`src/rtl/timer_reader.sv`:
```
// Consumer side of the t_en/t_valid/t_out producer handshake: one request at a time,
// words buffered in a show-ahead FIFO. Optional unsolicited-valid counter: TIMER_READER_STRAY_CNT_EN.
module timer_reader #(
    parameter int DEPTH   = 8,
    parameter int TIMEOUT = 15,
    parameter int GAP     = 2
) (
    input  logic        clk,
    input  logic        rst,
    input  logic        run,
    output logic        t_en,
    input  logic        t_valid,
    input  logic [15:0] t_out,
    output logic [15:0] d_out,
    output logic        d_valid,
    input  logic        d_ready,
    output logic [4:0]  fill,
    output logic [15:0] words_rx,
    output logic        err_timeout,
    input  logic        clr_err,
    output logic [7:0]  stray_cnt
);
    localparam int          AW       = $clog2(DEPTH);
    localparam logic [4:0]  DEPTH_L  = 5'(DEPTH);
    localparam logic [7:0]  TMO_LAST = 8'(TIMEOUT - 1);
    localparam logic [7:0]  GAP_L    = 8'(GAP);

    typedef enum logic [1:0] {IDLE, REQ, HOLD} state_t;

    state_t         r_state, w_next;
    logic [7:0]     r_tcnt;
    logic [7:0]     r_gap;
    logic [15:0]    r_mem [DEPTH];
    logic [AW-1:0]  r_wp, r_rp;
    logic [4:0]     r_count;
    logic [15:0]    r_words;
    logic           r_err;
    logic           w_cap, w_tmo, w_pop;

    assign w_cap = (r_state != IDLE) && t_valid;
    assign w_tmo = (r_state == HOLD) && !t_valid && (r_tcnt == TMO_LAST);
    assign w_pop = d_valid && d_ready;

    always_comb begin
        w_next = r_state;
        t_en   = 1'b0;
        case (r_state)
            IDLE: if (run && r_gap == 8'd0 && r_count < DEPTH_L) w_next = REQ;
            REQ: begin
                t_en   = 1'b1;
                w_next = t_valid ? IDLE : HOLD;
            end
            HOLD: begin
                t_en = 1'b1;
                if (t_valid || w_tmo) w_next = IDLE;
            end
            default: w_next = IDLE;
        endcase
    end

    always_ff @(posedge clk or negedge rst) begin
        if (!rst) begin
            r_state <= IDLE;
            r_tcnt  <= '0;
            r_gap   <= '0;
            r_err   <= 1'b0;
            r_words <= '0;
        end else begin
            r_state <= w_next;
            if (r_state == REQ)
                r_tcnt <= '0;
            else if (r_state == HOLD && !t_valid)
                r_tcnt <= r_tcnt + 8'd1;
            // Gap restarts on both capture and timeout; it only drains while idle.
            if (w_cap || w_tmo)
                r_gap <= GAP_L;
            else if (r_state == IDLE && r_gap != 8'd0)
                r_gap <= r_gap - 8'd1;
            if (w_tmo)
                r_err <= 1'b1;
            else if (clr_err)
                r_err <= 1'b0;
            if (w_cap)
                r_words <= r_words + 16'd1;
        end
    end

    // Storage needs no reset; d_out is masked while empty.
    always_ff @(posedge clk) begin
        if (w_cap) r_mem[r_wp] <= t_out;
    end

    always_ff @(posedge clk or negedge rst) begin
        if (!rst) begin
            r_wp    <= '0;
            r_rp    <= '0;
            r_count <= '0;
        end else begin
            if (w_cap) r_wp <= r_wp + 1'b1;
            if (w_pop) r_rp <= r_rp + 1'b1;
            case ({w_cap, w_pop})
                2'b10:   r_count <= r_count + 5'd1;
                2'b01:   r_count <= r_count - 5'd1;
                default: r_count <= r_count;
            endcase
        end
    end

    assign d_valid     = (r_count != 5'd0);
    assign d_out       = d_valid ? r_mem[r_rp] : 16'd0;
    assign fill        = r_count;
    assign words_rx    = r_words;
    assign err_timeout = r_err;

`ifdef TIMER_READER_STRAY_CNT_EN
    logic [7:0] r_stray;
    always_ff @(posedge clk or negedge rst) begin
        if (!rst)
            r_stray <= '0;
        else if (r_state == IDLE && t_valid && r_stray != 8'hFF)
            r_stray <= r_stray + 8'd1;
    end
    assign stray_cnt = r_stray;
`else
    assign stray_cnt = 8'd0;
`endif

endmodule

```
`config.mk`:
```
export PLATFORM = sky130hd
export DESIGN_NAME = timer_reader
export DESIGN_NICKNAME = d
export VERILOG_FILES = /design/src/rtl/timer_reader.sv
export SDC_FILE = /design/constraint.sdc
export NUM_CORES = 1
export LEC_CHECK = 0
export BUFFER_PORTS_ARGS = -buffer_cell sky130_fd_sc_hd__buf_2
export CAP_MARGIN = 20
export CELL_PAD_IN_SITES_DETAIL_PLACEMENT = 0
export CELL_PAD_IN_SITES_GLOBAL_PLACEMENT = 1
export CORE_MARGIN = 2
export CORE_UTILIZATION = 23
export CTS_CLUSTER_SIZE = 12
export DETAILED_ROUTE_END_ITERATION = 6
export GPL_ROUTABILITY_DRIVEN = 1
export PLACE_DENSITY_LB_ADDON = 0.15
export SYNTH_ARGS = -nofsm -noshare
export SYNTH_HDL_FRONTEND = slang
export SYNTH_SLANG_ARGS = --single-unit
```
`constraint.sdc`:
```
create_clock -name clk -period 8.3 [get_ports clk]
set_input_delay 1.66 -clock clk [delete_from_list [all_inputs] [get_ports clk]]
set_output_delay 1.66 -clock clk [all_outputs]
set_load 0.01 [all_outputs]
```
==> results of run 1 <==
## cell families after synthesis
group | Yosys count
fa+ha+maj | 14
flops | 174
buf+inv | 38
xor+xnor | 33
compound gates | 28
other cells | 1
mux | 52
simple gates | 116
## critical path, cell delays in order (launching register included)
cell     delay, ps
dfrtp_2        580
buf_4          550
mux4_2         580
mux2i_1        190
nor2_1          70
buf_2          140
## report_power, final
part | total (mW) | switching (mW) | internal [mW]
Clock | 0.804 | 0.373 | 0.430
Combinational | 0.733 | 0.362 | 0.371
Sequential | 1.14 | 0.137 | 1.00
## Yosys cell counts, types with 7 or more instances
| library cell | n |
|---|---|
| edfxtp_1 | 128 |
| dfrtp_1 | 46 |
| nor2_1 | 38 |
| mux4_2 | 32 |
| nand2_1 | 24 |
| xnor2_1 | 20 |
| mux2i_1 | 18 |
| ha_1 | 14 |
| xor2_1 | 13 |
| clkbuf_1 | 11 |
| buf_4 | 9 |
| inv_1 | 9 |
| nand3_1 | 7 |
| nand4_1 | 7 |
## final timing paths
kind / to / slack, ps / cells past startpoint
max reg2reg: fill[4] / 4950 / 10
min reg2reg: words_rx[15] / 480 / 1
min: words_rx[15] / 480 / 1
max in group asynchronous: r_rp[0] / 6470 / 2
max: d_out[0] / 4110 / 5
min in group asynchronous: words_rx[10] / 1340 / 2
## stage by stage
stage / worst slack [ps] / instance area (um2)
4_1_cts: 3890 / 8790
3_5_place_dp: 3920 / 8190
3_3_place_gp: 4050 / 8190
2_1_floorplan: 4160 / 7420
5_1_grt: 3850 / 8820
6_report: 4110 / 8820
## per-layer routing
layer	GRT usage	vias up
li1	-	1863
met1	0.130	2115
met2	0.174	84
met3	0.0306	8
met4	0.0253	0
met5	0	-
## cell type report
cell class | instances | area share
clock inverter | 15 | 0.0196
multi-input combinational | 251 | 0.257
clock buffer | 17 | 0.0482
sequential | 174 | 0.567
inverter | 11 | 0.00468
tap | 402 | 0.0570
timing repair buffer | 73 | 0.0471
## state kept, by name, indices dropped and copies added (netlist names)
register,flops
r_gap,8
fill,5
r_mem,128
r_rp,3
r_state,2
r_tcnt,8
err_timeout,1
words_rx,16
r_wp,3
==> metrics.cfg, run 1 <==
[outcome]
status = finished, final reports clean

[pwr]
pwr_density_cell_nw_per_um2 = 304
total_power_mw = 2.68
vdd_drop_max_v = 0.000130
p_leak_nw = 3.24

[final_layout]
instances_no_fill = 943
layout_commonest_cell = edfxtp_1
fillerInstances = 3170
nets = 564
multi_input_area_um2 = 2260
layout_common_cells = edfxtp_1 (128), buf_2 (61), dfrtp_1 (44)
diodes = 0
final_util = 0.279
drive_gt1_frac = 0.287
syn_to_final_growth_pct = 19.4
regArea_um2 = 5000

[route]
dr.pass1.iters = 4
postRouteAntennaNets = 0
wire_per_inst_um = 17.4
m1WireLength_um = 7340
wl_met3_um = 719
num_vias = 4070
drt_iter0_markers = 226
viasPerCell = 4.32
routed-wl-met2_um = 8200
drc = 0
wirelength_um = 16400
highest_layer = met4

[sta]
worstMarginPinSlew_ps = 939
whs_ps = 480
finClkSkew_ps = 11.4
setup_viol = 0
hold_viol = 0
maxSlewViolCount = 0
period_needed_ps = 4190
max_freq_mhz = 238
slew_headroom = 0.374
rsz0062_at_grt = no
fin_setup_tns_ps = 0
period_share = 0.505

[global_routing]
grt_pass1_wl_um = 25600
grt_overflow_total = 0
grt_start_max_net_pins = 47
antenna_found_initial = 0
grt_util_all_layers = 0.103
grt_pass1_vias = 4313

[clocking]
clk_path_buf_depth = 2
h-tree-depth = 4
cts-root-buf = clkbuf_16
cts-buffers-inserted = 17
clock-sinks = 174
clk_latency_ps = 430
ctsHoldBuffers = 0
ctsResizeCount = 0
cts_tree = done
cts_setup_buffers = 0
path_clk_slew_ps = 70

[synth]
synth_compound_area_frac = 0.0278
yosys.area.top_type = edfxtp_1
ys_seq_area_frac = 0.676
ys_types = 56
synth-simple-area-share = 0.0833
synth_mux_area_frac = 0.125
synth_fa_ha_area_frac = 0.0237
synth_xor_area_frac = 0.0391
synth_top_family_by_area = multiplexers
syn_inst = 456
ys_top_cells_by_area = edfxtp_1 (52%), dfrtp_1 (16%), mux4_2 (9.8%)
ys_ff_latch = 174
synth_edf_count = 128
synth_area_per_cell_um2 = 16.2
synth_top_area_frac = 0.520
synth_warnings = 0
async_reset_ff_frac = 0.264
syn-cell-area_um2 = 7390
ys_dominant_reg_cell = edfxtp_1

[worst_setup_path]
rr_startpoint = r_state[0]
critical_path.startpoint_type = register
arrival_ps = 2530
crit_start = r_rp[0]
cp_max_fo = 26
end_kind = primary output
cp.required_ps = 6640
criticalPathCategory = reg -> out

[placed_design]
post-place-cells = 910
place_congestion = 0.716
io_buffers = 61
place_hpwl_um = 10100

[hold_path]
min-delay-start = words_rx[15]
min_path_type = reg -> reg

[die]
fp.dieW_um = 183
die_area_um2 = 33600
fp-row-count = 65
die_h_um = 183
initial_core_util = 0.234
core_area_um2 = 31600
ios = 70

[flow_run]
cap_violations = 0

Note: power is estimated with default switching activity, not from simulation.
==> run 2, diff against run 1 <==
- ABC_AREA: not set -> 1
- clock period: 8.3 -> 3.55 ns (I/O delays scaled with it)
==> run 2 against run 1 <==
Via count is 26% higher. Hold slack lost 160 ps. Setup slack worse by 3600 ps. Utilization is 0.31 points lower. Clock power is 140% higher. Largest cell class unchanged.
==> metrics.cfg, run 2 <==
[outcome]
status = finished, final reports clean

[sta]
worstMarginPinSlew_ps = 695  ; -244 ps
period_share = 0.870
setup_viol = 0  ; unchanged
finClkSkew_ps = 11.3  ; -0.112 ps
period_needed_ps = 3090
hold_viol = 0  ; unchanged
max_freq_mhz = 324
slew_headroom = 0.537  ; +0.163
fin_setup_tns_ps = 0  ; unchanged
rsz0062_at_grt = no
maxSlewViolCount = 0  ; unchanged

[worst_setup_path]
critPathMaxStageDelay_ps = 780  ; +200 ps
criticalPathCategory = reg -> out
path_delay_family = flip-flops
arrival_ps = 2380  ; -150 ps
worst_path_most_repeated_cell = o21ai_0
crit_chain = buf_4 -> o21ai_0 -> o21ai_1 -> o21ai_0 -> nor2_1 -> buf_2
crit_slowest_cell = dfrtp_2
cp_max_fo = 34  ; +31%
end_kind = primary output
cp.required_ps = 2840  ; -3800 ps
rr_startpoint = fill[0]
crit_start = r_rp[1]
path_buf_inv = 2  ; unchanged
critical_path.startpoint_type = register

[final_layout]
nets = 836  ; +48%
largest_reg_flops = 128  ; unchanged
layout_common_cells = nor2_1 (153), edfxtp_1 (128), o21ai_0 (108)
diodes = 0  ; unchanged
drive_gt1_frac = 0.173  ; -0.113
layout_commonest_cell = nor2_1
largest-register = r_mem
syn_to_final_growth_pct = 18.9
final_area_um2 = 9170  ; +4.0%
fillerInstances = 3530  ; +11%

[pwr]
total_power_mw = 7.31  ; +170%
pwr_density_cell_nw_per_um2 = 797  ; +160%
p_leak_nw = 3.59  ; +11%
vdd_drop_max_v = 0.000357  ; +180%

[global_routing]
grt_util_all_layers = 0.112  ; +0.00915
grt_pass1_wl_um = 30100  ; +18%
grt_overflow_total = 0  ; unchanged
grtUsageMet2 = 0.189  ; +0.0155
busiest_layer = met2
antenna_found_initial = 1  ; +1
grt_start_max_net_pins = 43  ; -8.5%
met1_usage = 0.144  ; +0.0135
grt_pass1_vias = 5305  ; +23%
use_met3 = 0.0265  ; -0.00413

[clocking]
cts-root-buf = clkbuf_16
cts-buffers-inserted = 17  ; unchanged
clk_latency_ps = 430  ; about the same
cts_tree = done
cts_setup_buffers = 0  ; unchanged
clock-sinks = 174  ; unchanged
h-tree-depth = 4  ; unchanged
ctsHoldBuffers = 0  ; unchanged
clk_path_buf_depth = 2  ; unchanged
ctsResizeCount = 0  ; unchanged
path_clk_slew_ps = 70  ; about the same

[die]
ios = 70  ; unchanged
initial_core_util = 0.232  ; -0.00176
core_area_um2 = 33300  ; +5.2%
die_h_um = 187  ; +2.1%
fp.dieW_um = 187  ; +2.1%
die_area_um2 = 35000  ; +4.3%
fp-row-count = 67  ; +3.1%

[route]
num_vias = 5134  ; +26%
dr.pass1.iters = 4  ; unchanged
wirelength_um = 18900  ; +15%
viasPerCell = 4.07  ; -5.7%
drc = 0  ; unchanged
postRouteAntennaNets = 0  ; unchanged
drt_iter0_markers = 280  ; +24%
wire_per_inst_um = 15.0  ; -14%

[synth]
ys_seq_area_frac = 0.647  ; -0.0285
syn_inst = 730  ; +60%
synth_warnings = 0  ; unchanged
synth_edf_count = 128  ; unchanged
synth_area_per_cell_um2 = 10.6  ; -35%
synth_top_area_frac = 0.498  ; -0.0219
yosysMostFrequentCell = nor2_1
synth_common_cells = nor2_1 (161), edfxtp_1 (128), o21ai_0 (108)
ys_ff_latch = 174  ; unchanged
syn-cell-area_um2 = 7710  ; +4.4%
async_reset_ff_frac = 0.264  ; unchanged
ys_top_cells_by_area = edfxtp_1 (50%), dfrtp_1 (15%), nor2_1 (7.8%)
ys_types = 35  ; -38%
ys_dominant_reg_cell = edfxtp_1
yosys.area.top_type = edfxtp_1

[placed_design]
place_congestion = 0.689  ; -3.8%
place_area_um2 = 8580  ; +4.7%
place_hpwl_um = 11800  ; +17%
io_buffers = 61  ; unchanged

[flow_run]
cap_violations = 0  ; unchanged

[hold_path]
min_path_type = in -> async

[run 2: cell count changes in the layout (fill, tap and decap cells not counted), moves of 5 or more]
cell      previous run  this run
mux4_2              32         0
nand3_1              7        19
mux2i_1             18         0
nor2_2               0        12
o21ai_1              0        17
nand2_1             24        94
o21ai_0              2       108
nor2_1              38       153
nand2b_1             5         0
nor2_4               0         5
xnor2_1             20         8
inv_1                9        42
[run 2: cell type report]
type                    instances  area, um2  share of cell area
flip-flops and latches        174       5000               0.545
multi-input cells             484       2400               0.262
well taps                     448        561              0.0611
repair buffers                 77        438              0.0477
clock buffers                  17        425              0.0464
inverters                      46        175              0.0191
clock inverters                15        173              0.0188
[run 2: logic make-up after synthesis]
family / Yosys count / share of synthesized area
buffers and inverters: 79 / 0.0469
other: 1 / 0.000486
AND/OR/NAND/NOR: 306 / 0.170
AO/OA/AOI/OAI: 136 / 0.0900
flip-flops: 174 / 0.647
XOR/XNOR: 20 / 0.0227
adder cells (fa/ha/maj): 14 / 0.0227
[run 2: report_power, final]
part	switching, mW	internal, mW	total, mW
Clock	0.887	1.01	1.90
Combinational	1.73	0.915	2.65
Sequential	0.274	2.49	2.77
[run 2: final timing paths]
path / to / slack (ps) / cells past startpoint
worst max register to register: fill[4] / 1050 / 18
max in group asynchronous: words_rx[2] / 2470 / 2
worst max-delay path: d_out[2] / 460 / 6
worst min-delay path: words_rx[15] / 320 / 1
worst min register to register: words_rx[15] / 500 / 2
min in group clk: err_timeout / 460 / 2
[run 2: metrics by stage]
stage               setup WS, ps  std cells  utilization  hold WS [ps]
floorplan                   1240        737            -           414
global placement             896       1229        0.258           483
detailed placement           907       1229        0.258           484
CTS                          429       1261        0.276           336
global route                 233       1261        0.276           362
finish                       462       1261        0.276           325
[run 2: metal layers]
metal / wire length (um) / vias to the layer above
met4: 188 / 2
li1: - / 2601
met2: 9210 / 78
met3: 566 / 18
met1: 8920 / 2435
met5: 11 / -
